==> config.mk <==
export PLATFORM = sky130hd
export DESIGN_NAME = aixh_mxc_inner_ptile_seq
export DESIGN_NICKNAME = d
export VERILOG_FILES = /design/src/rtl/aixh_mxc_inner_ptile_seq.sv
export SDC_FILE = /design/constraint.sdc
export NUM_CORES = 1
export LEC_CHECK = 0
export CAP_MARGIN = 20
export CELL_PAD_IN_SITES_DETAIL_PLACEMENT = 0
export CELL_PAD_IN_SITES_GLOBAL_PLACEMENT = 1
export CORE_ASPECT_RATIO = 1.2
export CORE_UTILIZATION = 35
export DETAILED_ROUTE_END_ITERATION = 8
export GPL_TIMING_DRIVEN = 0
export HOLD_SLACK_MARGIN = 0.15
export PLACE_DENSITY_LB_ADDON = 0.1
export SKIP_LAST_GASP = 1
export SYNTH_ARGS = -nofsm -noshare
export SYNTH_HDL_FRONTEND = slang
export SYNTH_SLANG_ARGS = --single-unit
==> constraint.sdc <==
create_clock -name aixh_core_clk2x -period 5.3 [get_ports aixh_core_clk2x]
set_clock_uncertainty 0.2 [all_clocks]
set_input_delay 0.795 -clock aixh_core_clk2x [delete_from_list [all_inputs] [get_ports aixh_core_clk2x]]
set_output_delay 0.795 -clock aixh_core_clk2x [all_outputs]
set_load 0.1 [all_outputs]
==> src/rtl/aixh_mxc_inner_ptile_seq.sv <==
// aixh_mxc_inner_ptile_seq: job sequencer for one MxConv inner processing tile
// (weight load, skewed MAC wavefront, flush, backward-result drain).
module aixh_mxc_inner_ptile_seq #(
  parameter int YCELLS = 4,
  parameter int XCELLS = 4,
  parameter int CWIDTH = 2,
  parameter int LEN_W  = 12
) (
  input  logic                       aixh_core_clk2x,
  input  logic                       aixh_core_rstn,
  input  logic                       i_start,
  input  logic [LEN_W-1:0]           i_len,
  input  logic                       i_abort,
  output logic                       o_busy,
  output logic                       o_done,
  output logic                       o_err,
  output logic                       o_w_req,
  input  logic                       i_w_vld,
  output logic                       o_a_rdy,
  input  logic                       i_a_vld,
  output logic [YCELLS*CWIDTH-1:0]   o_fwd_cmd,
  input  logic [YCELLS-1:0]          i_bwd_vld
);
  typedef enum logic [2:0] {IDLE, LOAD, MAC, FLUSH, DRAIN} state_t;
  localparam logic [CWIDTH-1:0] C_NOP   = CWIDTH'(0);
  localparam logic [CWIDTH-1:0] C_LOAD  = CWIDTH'(1);
  localparam logic [CWIDTH-1:0] C_MAC   = CWIDTH'(2);
  localparam logic [CWIDTH-1:0] C_FLUSH = CWIDTH'(3);

  if (YCELLS < 2 || XCELLS < 1 || CWIDTH < 2 || LEN_W < 1) begin : g_bad_params
    $error("aixh_mxc_inner_ptile_seq: unsupported parameter set");
  end

  state_t                           state_q, state_d;
  logic [LEN_W-1:0]                 len_q, len_d, w_cnt_q, w_cnt_d, a_cnt_q, a_cnt_d;
  logic [YCELLS-1:0]                seen_q, seen_d, seen_all;
  logic [YCELLS-2:0][CWIDTH-1:0]    skew_q, skew_d;
  logic [CWIDTH-1:0]                cmd0;
  logic                             finish;

  assign seen_all  = seen_q | i_bwd_vld;
  assign finish    = state_q == DRAIN && &seen_all && !i_abort;
  assign o_busy    = state_q != IDLE;
  assign o_err     = i_start && state_q != IDLE && !finish;
  assign o_fwd_cmd = {skew_q, cmd0};

  always_comb begin
    state_d = state_q;
    len_d   = len_q;
    w_cnt_d = w_cnt_q;
    a_cnt_d = a_cnt_q;
    seen_d  = seen_q;
    cmd0    = C_NOP;
    o_w_req = 1'b0;
    o_a_rdy = 1'b0;
    o_done  = 1'b0;
    if (i_abort && state_q != IDLE) begin
      state_d = IDLE;
      w_cnt_d = '0;
      a_cnt_d = '0;
      seen_d  = '0;
    end else begin
      case (state_q)
        IDLE: if (i_start) begin
          state_d = LOAD;
          len_d   = i_len;
        end
        LOAD: begin
          o_w_req = 1'b1;
          if (i_w_vld) begin
            cmd0    = C_LOAD;
            w_cnt_d = w_cnt_q + LEN_W'(!(&w_cnt_q));
            if (w_cnt_q == LEN_W'(YCELLS - 1)) state_d = len_q == '0 ? FLUSH : MAC;
          end
        end
        MAC: begin
          o_a_rdy = a_cnt_q < len_q;
          if (o_a_rdy && i_a_vld) begin
            cmd0    = C_MAC;
            a_cnt_d = a_cnt_q + LEN_W'(!(&a_cnt_q));
            if (a_cnt_q == len_q - LEN_W'(1)) state_d = FLUSH;
          end
        end
        FLUSH: begin
          cmd0    = C_FLUSH;
          state_d = DRAIN;
        end
        DRAIN: begin
          seen_d = seen_all;
          if (&seen_all) begin
            o_done  = 1'b1;
            seen_d  = '0;
            w_cnt_d = '0;
            a_cnt_d = '0;
            state_d = i_start ? LOAD : IDLE;
            len_d   = i_start ? i_len : len_q;
          end
        end
        default: state_d = IDLE;
      endcase
    end
    skew_d[0] = cmd0;
    for (int i = 1; i < YCELLS - 1; i++) skew_d[i] = skew_q[i-1];
  end

  always_ff @(posedge aixh_core_clk2x or negedge aixh_core_rstn) begin
    if (!aixh_core_rstn) begin
      state_q <= IDLE;
      len_q   <= '0;
      w_cnt_q <= '0;
      a_cnt_q <= '0;
      seen_q  <= '0;
      skew_q  <= '0;
    end else begin
      state_q <= state_d;
      len_q   <= len_d;
      w_cnt_q <= w_cnt_d;
      a_cnt_q <= a_cnt_d;
      seen_q  <= seen_d;
      skew_q  <= skew_d;
    end
  end
endmodule

* After elaboration in Yosys (flattened, before gate mapping) *
Index checks and enable logic that the tools add are counted.
W data, S select, Z words.

cells by class
  multiply operators = 0
  eq/ne operators = 13
  add/sub/neg operators = 3
  bitwise gates (word level) = 2
  mux-type cells = 34
  reductions and logical operators = 24
  $lt $le $gt $ge = 1
  div/mod/pow operators = 0
  shifts and indexed selects = 0

operator list
  cell                     count
  $mux W12                 7
  $pmux W12 S2             3
  $add A12 B1 Y12          2
  $reduce_and A12 Y1       2
  $mux W3                  7
  $ne A3 B3 Y1 const B     5
  $pmux W3 S5              1
  $eq A12 B12 Y1           1
  $eq A12 B2 Y1 const B    1
  $logic_not A12 Y1        1
  $lt A12 B12 Y1           1
  $mux W4                  3
  $sub A12 B1 Y12 const B  1
  $mux W1                  10
  $reduce_and A3 Y1        3
  $reduce_bool A3 Y1       3
  $eq A3 B2 Y1 const B     2
  $logic_and A1 B1 Y1      6
  $pmux W2 S3              1
  $reduce_and A6 Y1        1
  $logic_not A1 Y1         4
  $mux W2                  2
  $or A4 B4 Y4             1
  $reduce_and A4 Y1        1
  other kinds (7)          8

storage, ports and cells
  output and inout bits = 13
  ROM bits = 0
  word-level logic and storage cells = 85
  memories kept = 0
  memory bits (writable) = 0
  flip-flop bits (word level) = 49
  bits in latches = 0

* Depth between registers and ports, before layout *
Gate-level depths: netlist (run 1).

  word-level depth = 6
  depth in mapped cells = 10
  mapped depth without buffers = 10

* Worst setup path before layout (run 1) *
OpenSTA, ideal clock, no wires.

  path kind = input -> output
  start = input i_bwd_vld[2]
  end = output o_err
  setup slack = 0.371 ns
  stages on the path = 4
  arrival time = 3.934 ns
  required time = 4.305 ns
  path buffers = 0
  cell sequence = o22ai_1 nor2_1 and3_1 nor3b_1

between the ends
  cells in the longest elaborated chain, start to end = 6

RTL lines
  item                               RTL line  RTL
  start: declaration                 22        input logic [YCELLS-1:0] i_bwd_vld
  $or A4 B4 Y4                       41        assign seen_all = seen_q | i_bwd_vld;
  $reduce_and A4 Y1                  42        assign finish = state_q == DRAIN && &seen_all && !i_abort;
  $logic_and A1 B1 Y1 (2 in series)  42
  $logic_not A1 Y1                   44        assign o_err = i_start && state_q != IDLE && !finish;
  $logic_and A1 B1 Y1                44
  end: declaration                   16        output logic o_err,

Every way passes these cells.

* Worst setup path after layout (run 1) *
  start = register len_q[9]
  end = output o_a_rdy

between the ends
  cells in the longest elaborated chain, start to end = 3

RTL lines
  item                      RTL line  RTL
  start: declaration        35        logic [LEN_W-1:0] len_q, len_d, w_cnt_q, w_cnt_d, a_cnt_q, a_cnt_d;
  start signal: assignment  116       len_q <= len_d;
  $lt A12 B12 Y1            77        o_a_rdy = a_cnt_q < len_q;
  $mux W1                   63        case (state_q)
  $mux W1                   57        if (i_abort && state_q != IDLE) begin
  end: declaration          19        output logic o_a_rdy,

Every way passes these cells.

==> impl_summary.log, run 1 <==
[metrics] Critical Setup Path Class: register to primary output
[metrics] post-CTS setup buffers: 0
[metrics] commonest non-fill, non-tap cells in the layout: dfrtp_1, clkdlybuf4s50_1, nor2_1, o21ai_0, a21oi_1
[metrics] final critical path time including I/O delays and setup: ~4.4 ns
[metrics] share of the core filled with cells in the final layout: 0.432
[metrics] via count: around 2600
[metrics] leading cell type in the layout, fill and taps excluded: dfrtp_1
[metrics] mean instance size in the synthesized netlist: 9.17 um^2
[metrics] timing endpoint of the critical path: o_a_rdy
[metrics] number of top-level pins: 35
[metrics] area of the die: 9320 um^2
[metrics] post-synthesis xor/xnor area fraction: 0.0644
[metrics] wire length per cell after detailed routing: around 15 um
[metrics] depth of the worst register-to-register path: 10
[metrics] number of hold-slack violations in the final timing report: 0
[metrics] All-Layer GR Usage: 0.182
[metrics] Static Leak: around 1.6 nW
[metrics] CTS tree: built
[metrics] clock latency reported for the late side of the worst-skew pair: 0.32 ns
[metrics] max-slew violation count: 0
[metrics] placed cells: ~500
[metrics] largest net degree at the start of global routing: 33
[metrics] clock buffer depth: 2
[metrics] Least-Margin Pin Slew: ~0.99 ns
[metrics] maxcap violations: 0
[metrics] share of cell area taken by muxes after synthesis: 0.0496
[metrics] die boundary width: between 80 and 90 um
[metrics] post-synthesis share of cell area spent on and, or, nand and nor gates: 0.238
[metrics] count of clock tree sinks: 49
[metrics] post-synthesis instance total: about 340
[metrics] floorplan core area: approximately 8600 um^2
[metrics] part of the Yosys area used for sequential elements: 0.392
[metrics] run status: complete, no violations
[metrics] clock slew seen by the registers of the worst setup and hold paths: about 0.11 ns
[metrics] Peak VDD IR: roughly 230 uV
[metrics] wire length after detailed routing: ~7.5 mm
[metrics] DRC: 0
[metrics] ratio of cells with drive above 1 in the final layout: 0.102
[metrics] startpoint of the most critical setup path: len_q[9]
[metrics] number of enable-type register cells in the synthesized netlist: 0
[metrics] cell area reported after detailed placement: 3630 um^2
[metrics] Ys Warns: 0
[metrics] Seq cells post-synth: about 50
[metrics] path class of the lowest-slack min-delay path: register to register
[metrics] reg-to-reg endpoint: a_cnt_q[8]
[metrics] final cell count without fillers: 501
[metrics] area added between synthesis and finish: 19.0%
[metrics] number of unique standard cell types used by synthesis: 52
[metrics] power per standard cell area: 413 nW/um^2
[metrics] post-synthesis compound-gate area fraction: 0.147
[metrics] number of standard-cell rows in the floorplan: 37
[metrics] Pre-antenna DRT Iters: 4
[metrics] count of nets after finishing: 422
[metrics] area share of fa/ha/maj cells after synthesis: 0.0680
[metrics] number of global-route vias before repair: 2685
[metrics] count of antenna-violating nets left after detailed routing: 0
[metrics] syn nets: between 300 and 400
[metrics] CP Capture Type: primary output
[metrics] Antenna Diode Count: 0
[metrics] setup TNS: 0 ns
[metrics] first-pass GRT wire length: between 10 and 15 mm
[metrics] die extent in y: approximately 110 um
[metrics] CTS hold repair buffers: 0
[metrics] Worst R2R Setup Slack: roughly 2.6 ns
[metrics] combined area of all synthesized cells: between 3000 and 4000 um^2
[metrics] worst flop-to-flop path startpoint: len_q[9]
[metrics] most instantiated flip-flop cell in the synthesis netlist: dfrtp_1
[metrics] DRC marker count from the first detailed-route iteration: 86
[metrics] Setup crit start kind: register
[metrics] half-perimeter wire length of the detailed placement result: 5.74 mm
[metrics] post-CTS resize count: 0
[metrics] Avg Vias per Cell: 5.22
[metrics] Root Buffer: clkbuf_8
[metrics] Initial Utilization: 0.363
[metrics] Final period util: 0.831
[metrics] largest family of logic cells by synthesized area: simple AND/OR/NAND/NOR gates
[metrics] unrepaired setup endpoints after global routing: false
[metrics] antenna violations before repair: 0
[metrics] number of filler instances in the final layout: approximately 890
[metrics] Max H-tree Level: 2
[metrics] routability cong.: approximately 0.8
[metrics] cell area after layout: 3720 um^2
[metrics] count of input and output buffers: 34
[metrics] number of buffers added by the clock tree synthesis step: 5
[metrics] grt ovf: 0
[metrics] number of setup violations in the final report: 0
[metrics] Max Clk Rate: between 200 and 250 MHz
[metrics] maximum fanout along the worst path: 6
[metrics] worst path arrival time: between 3 and 4 ns
[metrics] Async SR Flop Fraction: 1.00
[metrics] data required time at the worst endpoint: between 4 and 5 ns
[metrics] relative max-transition margin: 0.339
-- Yosys cell counts (all sizes together), types with 4 or more instances --
library cell  instances  area (um^2)
dfrtp                49         1230
clkbuf                5         18.8
xor2                  9         78.8
nor4                  4         46.3
ha                   17          213
xnor2                14          123
mux2                 12          135
nand2                19         71.3
a31oi                 5         31.3
nand4                 9         56.3
a21oi                23          119
buf                   6         35.0
nor2b                14         87.6
and3                  7         43.8
o21ai                25          125
or3                   5         31.3
inv                  20         75.1
nor3                 11         76.3
nor2                 25         96.4
o31ai                 8         60.1
nand3                16         80.1
nand2b                6         37.5
-- cell families after synthesis --
family	after synthesis
AOI/OAI and AO/OA	76
xor gates and xnor gates	23
adders and majority gates	17
buffers and inverters	31
DFF	49
muxes	14
and+or+nand+nor	131
-- stage by stage --
stage	hold WS, ns	total power, mW	setup slack (ns)
after global routing	0.208	1.67	0.642
after CTS	0.192	1.56	0.854
after detailed placement	0.158	1.31	1.11
after floorplan	0.265	1.12	0.371
final	0.188	1.54	0.896
after global placement	0.160	1.31	1.09
-- layout make-up --
cell class,count,area (um^2),area share
multi-input cells,261,1770,0.476
flip-flops and latches,49,1230,0.330
repair buffers,35,355,0.0955
well taps,117,146,0.0394
inverters,20,75.1,0.0202
clock buffers,5,68.8,0.0185
plain buffers,11,53.8,0.0145
clock inverters,3,22.5,0.00605
-- per-layer routing --
layer | part of all wire | GRT usage | vias to the layer above
li1 | - | - | 1310
met1 | 0.46 | 0.221 | 1244
met2 | 0.49 | 0.315 | 51
met3 | 0.035 | 0.0345 | 9
met4 | 0.016 | 0.0588 | 0
met5 | 0 | 0 | -
-- sequential cells by signal, indices dropped and copies added, names as in the netlist --
signal and count:
w_cnt_q 12, o_fwd_cmd 6, a_cnt_q 12, seen_q 4, state_q 3, len_q 12
-- power breakdown --
part,switching [mW],leakage (nW),internal (mW),total [mW]
combinational,0.440,0.912,0.293,0.733
clock,0.145,0.0481,0.0942,0.239
sequential,0.106,0.647,0.458,0.564
-- worst max-delay path: stages (launching register included) --
cell             delay, ns
dfrtp_1               0.48
inv_1                 0.07
ha_1                  0.31
a21o_1                0.18
a21oi_1               0.14
nor2b_1               0.09
or4_1                 0.50
nor3_1                0.15
clkdlybuf4s50_1       1.17
-- worst min path at each step --
stage                   end  cells after the start    startpoint  slack [ns]
2_1_floorplan     seen_q[1]                      2     seen_q[1]        0.26
3_3_place_gp   o_fwd_cmd[6]                      0  o_fwd_cmd[4]        0.16
3_5_place_dp   o_fwd_cmd[4]                      0  o_fwd_cmd[2]        0.16
4_1_cts        o_fwd_cmd[4]                      0  o_fwd_cmd[2]        0.19
5_1_grt        o_fwd_cmd[7]                      0  o_fwd_cmd[5]        0.21
6_report       o_fwd_cmd[7]                      0  o_fwd_cmd[5]        0.19
No activity file was read; power rests on OpenSTA's default activity.
==> run 2: changes to the inputs <==
- clock period: 5.3 -> 3.7 ns (I/O delays scaled with it)
==> impl_summary.log, run 2 (synthesis results as in run 1) <==
[metrics] Root Buffer: clkbuf_8 (unchanged)
[metrics] commonest non-fill, non-tap cells in the layout: dfrtp_1, clkdlybuf4s50_1, nor2_1, o21ai_0, a21oi_1 (unchanged)
[metrics] Peak VDD IR: 310 uV (was 229 uV)
[metrics] DRC: 0 (unchanged)
[metrics] data required time at the worst endpoint: 2.94 ns (was 4.30 ns)
[metrics] largest net degree at the start of global routing: 32 (was 33)
[metrics] All-Layer GR Usage: 0.179 (was 0.182)
[metrics] Antenna Diode Count: 0 (unchanged)
[metrics] top flop regs: a_cnt_q x12, len_q x12, w_cnt_q x12 (unchanged)
[metrics] final critical path time including I/O delays and setup: approximately 3.5 ns
[metrics] depth of the worst register-to-register path: 10 (unchanged)
[metrics] count of clock tree sinks: 49 (unchanged)
[metrics] post-CTS setup buffers: 0 (unchanged)
[metrics] floorplan core area: 8610 um^2 (unchanged)
[metrics] cell with the largest stage delay on the worst path: clkdlybuf4s50_1 (unchanged)
[metrics] number of top-level pins: 35 (unchanged)
[metrics] power per standard cell area: 619 nW/um^2 (was 413 nW/um^2)
[metrics] Setup crit start kind: input port (was register)
[metrics] ratio of cells with drive above 1 in the final layout: 0.114 (was 0.102)
[metrics] half-perimeter wire length of the detailed placement result: 5.80 mm (was 5.74 mm)
[metrics] Multi-input gate area: 1790 um^2 (was 1770 um^2)
[metrics] routability cong.: 0.854 (was 0.801)
[metrics] Static Leak: 1.67 nW (was 1.61 nW)
[metrics] reg-to-reg endpoint: a_cnt_q[9] (was a_cnt_q[8])
[metrics] first-pass GRT wire length: 13.0 mm (about the same)
[metrics] list of cells traversed by the critical path: clkdlybuf4s50_1, buf_2, nor3_1, clkdlybuf4s50_1 (was inv_1, ha_1, a21o_1, a21oi_1, nor2b_1, or4_1, nor3_1, clkdlybuf4s50_1)
[metrics] DRC marker count from the first detailed-route iteration: 93 (was 86)
[metrics] count of antenna-violating nets left after detailed routing: 0 (unchanged)
[metrics] cell area reported after detailed placement: 3640 um^2 (was 3630 um^2)
[metrics] wire length after detailed routing: 7.66 mm (was 7.52 mm)
[metrics] clock slew seen by the registers of the worst setup and hold paths: 0.10 ns (was 0.11 ns)
[metrics] number of global-route vias before repair: 2629 (was 2685)
[metrics] Initial Utilization: 0.363 (unchanged)
[metrics] count of input and output buffers: 34 (unchanged)
[metrics] worst stage delay on the critical path: 1.20 ns (was 1.17 ns)
[metrics] maxcap violations: 0 (unchanged)
[metrics] Max Clk Rate: roughly 290 MHz
[metrics] count of nets after finishing: 423 (was 422)
[metrics] Pre-antenna DRT Iters: 4 (unchanged)
[metrics] Least-Margin Pin Slew: 0.976 ns (was 0.988 ns)
[metrics] Power, Total: 2.35 mW (was 1.54 mW)
[metrics] wire length per cell after detailed routing: 15.3 um (was 15.0 um)
[metrics] Worst path most repeated cell: clkdlybuf4s50_1
[metrics] Final period util: 0.939
[metrics] CTS tree: built (unchanged)
[metrics] clock latency reported for the late side of the worst-skew pair: 0.31 ns (was 0.32 ns)
[metrics] number of standard-cell rows in the floorplan: 37 (unchanged)
[metrics] Worst R2R Setup Slack: 0.93 ns (was 2.57 ns)
[metrics] cell area after layout: 3790 um^2 (was 3720 um^2)
[metrics] relative max-transition margin: 0.347 (was 0.339)
[metrics] sequential standard cell area: 1230 um^2 (unchanged)
[metrics] number of filler instances in the final layout: 895 (was 891)
[metrics] Avg Vias per Cell: 5.19 (was 5.22)
[metrics] antenna violations before repair: 0 (unchanged)
[metrics] grt ovf: 0 (unchanged)
[metrics] timing endpoint of the critical path: o_fwd_cmd[0] (was o_a_rdy)
[metrics] Critical Setup Path Class: input port to primary output (was register to primary output)
[metrics] worst path arrival time: 2.72 ns (was 3.41 ns)
[metrics] final cell count without fillers: 502 (was 501)
[metrics] run status: complete, no violations (unchanged)
[metrics] die boundary width: 88.3 um (unchanged)
[metrics] startpoint of the most critical setup path: i_abort (was len_q[9])
[metrics] placed cells: 493 (unchanged)
[metrics] path class of the lowest-slack min-delay path: register to register (unchanged)
[metrics] leading cell type in the layout, fill and taps excluded: dfrtp_1 (unchanged)
[metrics] maximum fanout along the worst path: 10 (was 6)
[metrics] Max H-tree Level: 2 (unchanged)
[metrics] die extent in y: 106 um (unchanged)
[metrics] number of hold-slack violations in the final timing report: 0 (unchanged)
[metrics] number of buffers added by the clock tree synthesis step: 5 (unchanged)
[metrics] number of setup violations in the final report: 0 (unchanged)
[metrics] max-slew violation count: 0 (unchanged)
[metrics] via count: 2605 (was 2614)
[metrics] unrepaired setup endpoints after global routing: false (unchanged)
[metrics] area of the die: 9320 um^2 (unchanged)
[metrics] clock buffer depth: 2 (unchanged)
[metrics] CP Capture Type: primary output (unchanged)
[metrics] worst flop-to-flop path startpoint: len_q[9] (unchanged)
[metrics] area added between synthesis and finish: 21.1% (was 19.0%)
[run 2: changes by cell type in the layout (fill, tap and decap cells not counted), moves of 2 or more]
cell	delta
nor3_1	-2
nor3_2	+2
clkinv_4	-2
dlymetal6s2s_1	+2
bufinv_16	+2
buf_2	+2
clkdlybuf4s50_1	-4
[run 2: per-layer routing]
metal / track usage / vias to the layer above / wire [um]
li1: - / 1310 / -
met1: 0.231 / 1252 / 3600
met2: 0.309 / 38 / 3790
met3: 0.0266 / 5 / 189
met4: 0.0426 / 0 / 77
met5: 0 / - / 0
[run 2: how the worst min path moves through the flow]
| stage | from | end | slack [ns] | cells after the start |
|---|---|---|---|---|
| after global placement | o_fwd_cmd[4] | o_fwd_cmd[6] | 0.16 | 0 |
| final | o_fwd_cmd[5] | o_fwd_cmd[7] | 0.18 | 0 |
| after floorplan | aixh_core_rstn | a_cnt_q[0] | 0.06 | 0 |
| after detailed placement | o_fwd_cmd[5] | o_fwd_cmd[7] | 0.16 | 0 |
| after global routing | o_fwd_cmd[5] | o_fwd_cmd[7] | 0.19 | 0 |
| after CTS | o_fwd_cmd[5] | o_fwd_cmd[7] | 0.19 | 0 |
[run 2: power breakdown]
group	internal (mW)	switching, mW
Sequential	0.656	0.152
Combinational	0.421	0.638
Clock	0.272	0.206
Total	1.35	0.996
[run 2: critical path: cells and delay by family]
family,cells,cell delay [ns]
AND/OR/NAND/NOR,1,0.30
buffers and inverters,3,1.87
[run 2: layout make-up]
class | instances | area share
Multi-Input combinational cell | 261 | 0.472
Clock inverter | 3 | 0.0182
Timing Repair Buffer | 36 | 0.0952
Buffer | 11 | 0.0142
Clock buffer | 5 | 0.0182
Sequential cell | 49 | 0.324
Tap cell | 117 | 0.0387
Inverter | 20 | 0.0198
[run 2: repair_timing]
| item | CTS | global route |
|---|---|---|
| endpoints found under the hold margin | 18 | 0 |
| gates resized for setup | 6 | 6 |
| hold buffers | 1 | 0 |
| pin swaps | 0 | 0 |
| setup endpoints to repair | 2 | 4 |
[run 2: through the flow]
| step | hold slack [ns] | worst slack, ns | util | TNS, ns |
|---|---|---|---|---|
| 6_report | 0.183 | 0.227 | 0.440 | 0 |
| 5_1_grt | 0.194 | 0.0274 | 0.440 | 0 |
| 4_1_cts | 0.188 | 0.0312 | 0.441 | 0 |
| 3_5_place_dp | 0.163 | -0.128 | 0.423 | -0.242 |
| 3_3_place_gp | 0.160 | -0.136 | 0.421 | -0.257 |
| 2_1_floorplan | 0.0594 | 0.0793 | - | 0 |
==> run 3: changes to the inputs <==
- CORE_MARGIN: default -> 2
==> impl_summary.log, run 3 (synthesis results as in run 1) <==
[metrics] DRC: 0 (unchanged)
[metrics] ratio of cells with drive above 1 in the final layout: 0.114 (unchanged)
[metrics] number of top-level pins: 35 (unchanged)
[metrics] Pre-antenna DRT Iters: 4 (unchanged)
[metrics] number of buffers added by the clock tree synthesis step: 5 (unchanged)
[metrics] max-slew violation count: 0 (unchanged)
[metrics] area of the die: 9710 um^2 (was 9320 um^2)
[metrics] largest net degree at the start of global routing: 32 (unchanged)
[metrics] antenna violations before repair: 0 (unchanged)
[metrics] DRC marker count from the first detailed-route iteration: 99 (was 93)
[metrics] post-route worst setup slack: 0.112 ns (was 0.227 ns)
[metrics] Critical Setup Path Class: input port to primary output (unchanged)
[metrics] worst path arrival time: 2.83 ns (was 2.72 ns)
[metrics] Final period util: 0.970 (was 0.939)
[metrics] wire length after detailed routing: 7.45 mm (was 7.66 mm)
[metrics] die boundary width: 90.3 um (was 88.3 um)
[metrics] commonest non-fill, non-tap cells in the layout: dfrtp_1, clkdlybuf4s50_1, nor2_1, o21ai_0, a21oi_1 (unchanged)
[metrics] leading cell type in the layout, fill and taps excluded: dfrtp_1 (unchanged)
[metrics] power per standard cell area: 590 nW/um^2 (was 619 nW/um^2)
[metrics] Setup crit start kind: input port (unchanged)
[metrics] Max Clk Rate: 279 MHz (was 288 MHz)
[metrics] All-Layer GR Usage: 0.167 (was 0.179)
[metrics] floorplan core area: 8610 um^2 (unchanged)
[metrics] clock latency reported for the late side of the worst-skew pair: 0.31 ns (about the same)
[metrics] count of antenna-violating nets left after detailed routing: 0 (unchanged)
[metrics] data required time at the worst endpoint: 2.94 ns (about the same)
[metrics] wire length per cell after detailed routing: 14.8 um (was 15.3 um)
[metrics] Least-Margin Pin Slew: 0.980 ns (was 0.976 ns)
[metrics] setup TNS: 0 ns (unchanged)
[metrics] number of hold-slack violations in the final timing report: 0 (unchanged)
[metrics] routability cong.: 0.834 (was 0.854)
[metrics] Worst path most repeated cell: clkdlybuf4s50_1 (unchanged)
[metrics] path class of the lowest-slack min-delay path: register to register (unchanged)
[metrics] clock slew seen by the registers of the worst setup and hold paths: 0.10 ns (about the same)
[metrics] Static Leak: 1.63 nW (was 1.67 nW)
[metrics] number of setup violations in the final report: 0 (unchanged)
[metrics] Initial Utilization: 0.363 (unchanged)
[metrics] Peak VDD IR: 295 uV (was 310 uV)
[metrics] half-perimeter wire length of the detailed placement result: 5.74 mm (was 5.80 mm)
[metrics] CP Capture Type: primary output (unchanged)
[metrics] cell with the largest stage delay on the worst path: clkdlybuf4s50_1 (unchanged)
[metrics] Root Buffer: clkbuf_8 (unchanged)
[metrics] cell area reported after detailed placement: 3640 um^2 (unchanged)
[metrics] Max H-tree Level: 2 (unchanged)
[metrics] tightest hold margin: 0.187 ns (was 0.183 ns)
[metrics] worst stage delay on the critical path: 1.15 ns (was 1.20 ns)
[metrics] die extent in y: 108 um (was 106 um)
[metrics] final critical path time including I/O delays and setup: 3.59 ns (was 3.47 ns)
[metrics] count of nets after finishing: 423 (unchanged)
[metrics] Antenna Diode Count: 0 (unchanged)
[metrics] post-CTS setup buffers: 0 (unchanged)
[metrics] area added between synthesis and finish: 19.6% (was 21.1%)
[metrics] Avg Vias per Cell: 5.22 (was 5.19)
[metrics] number of global-route vias before repair: 2660 (was 2629)
[metrics] via count: 2620 (was 2605)
[metrics] list of cells traversed by the critical path: clkdlybuf4s50_1, o22ai_1, nor2_1, and3_1, clkdlybuf4s50_1 (was clkdlybuf4s50_1, buf_2, nor3_1, clkdlybuf4s50_1)
[metrics] clock buffer depth: 2 (unchanged)
[metrics] maxcap violations: 0 (unchanged)
[metrics] number of standard-cell rows in the floorplan: 37 (unchanged)
[metrics] first-pass GRT wire length: 13.1 mm (was 13.0 mm)
[metrics] run status: complete, no violations (unchanged)
[metrics] cell area after layout: 3740 um^2 (was 3790 um^2)
[metrics] count of input and output buffers: 34 (unchanged)
[metrics] dpl ws: -0.173 ns (was -0.128 ns)
[metrics] count of clock tree sinks: 49 (unchanged)
[metrics] CTS tree: built (unchanged)
[metrics] unrepaired setup endpoints after global routing: false (unchanged)
[metrics] grt ovf: 0 (unchanged)
[metrics] relative max-transition margin: 0.345 (was 0.347)
[metrics] top flop regs: a_cnt_q x12, len_q x12, w_cnt_q x12 (unchanged)
[metrics] maximum fanout along the worst path: 5 (was 10)
## run 3: cell count changes in the layout (fill, tap and decap cells not counted), sizes merged
| cell | previous run | this run |
|---|---|---|
| bufinv | 2 | 0 |
| clkdlybuf4s50 | 29 | 30 |
| clkinvlp | 0 | 2 |
| dlymetal6s2s | 2 | 1 |
## run 3: worst max-delay path, delay by kind of cell
family / cells / cell delay, ns
buffers and inverters: 2 / 1.64
AND/OR/NAND/NOR: 2 / 0.55
AO/OA/AOI/OAI: 1 / 0.09
## run 3: path summary, 6_finish.rpt
kind	from	to	slack, ns	depth (start not counted)
max in group asynchronous	aixh_core_rstn	a_cnt_q[10]	2.25	3
worst max register to register	len_q[9]	a_cnt_q[8]	0.96	10
worst max-delay path	i_bwd_vld[2]	o_done	0.11	5
worst min-delay path	o_fwd_cmd[3]	o_fwd_cmd[5]	0.19	0
worst min register to register	o_fwd_cmd[3]	o_fwd_cmd[5]	0.19	0
min in group asynchronous	aixh_core_rstn	seen_q[0]	0.53	2
## run 3: what timing repair did
action | CTS | global route
hold endpoints to repair | 18 | 0
resized for setup | 6 | 5
setup endpoints to repair | 2 | 3
hold buffers | 1 | 0
## run 3: power breakdown
part           switching (mW)  internal (mW)  total (mW)  leakage, nW
clock network           0.203          0.138       0.341       0.0423
registers               0.152          0.656       0.808        0.647
logic                   0.636          0.422        1.06        0.939
total                   0.991           1.22        2.21         1.63
## run 3: stage by stage
step / util / instances / power [mW]
3_3_place_gp: 0.421 / 492 / 1.88
6_report: 0.434 / 502 / 2.21
4_1_cts: 0.436 / 502 / 2.25
5_1_grt: 0.434 / 502 / 2.40
3_5_place_dp: 0.423 / 493 / 1.89
2_1_floorplan: - / 341 / 1.60
## run 3: cell type report
cell class              count  area (um^2)
plain buffers              11         53.8
repair buffers             36          358
flip-flops and latches     49         1230
multi-input cells         261         1790
clock buffers               5         68.8
fillers                   913         4870
inverters                  20         75.1
clock inverters             3         26.3
well taps                 117          146
## run 3: metal layers
metal  GRT usage  part of all wire  up-vias
li1            -                 -     1308
met1       0.217              0.47     1268
met2       0.287              0.49       37
met3      0.0301             0.026        7
met4      0.0440             0.015        0
met5           0                 0        -
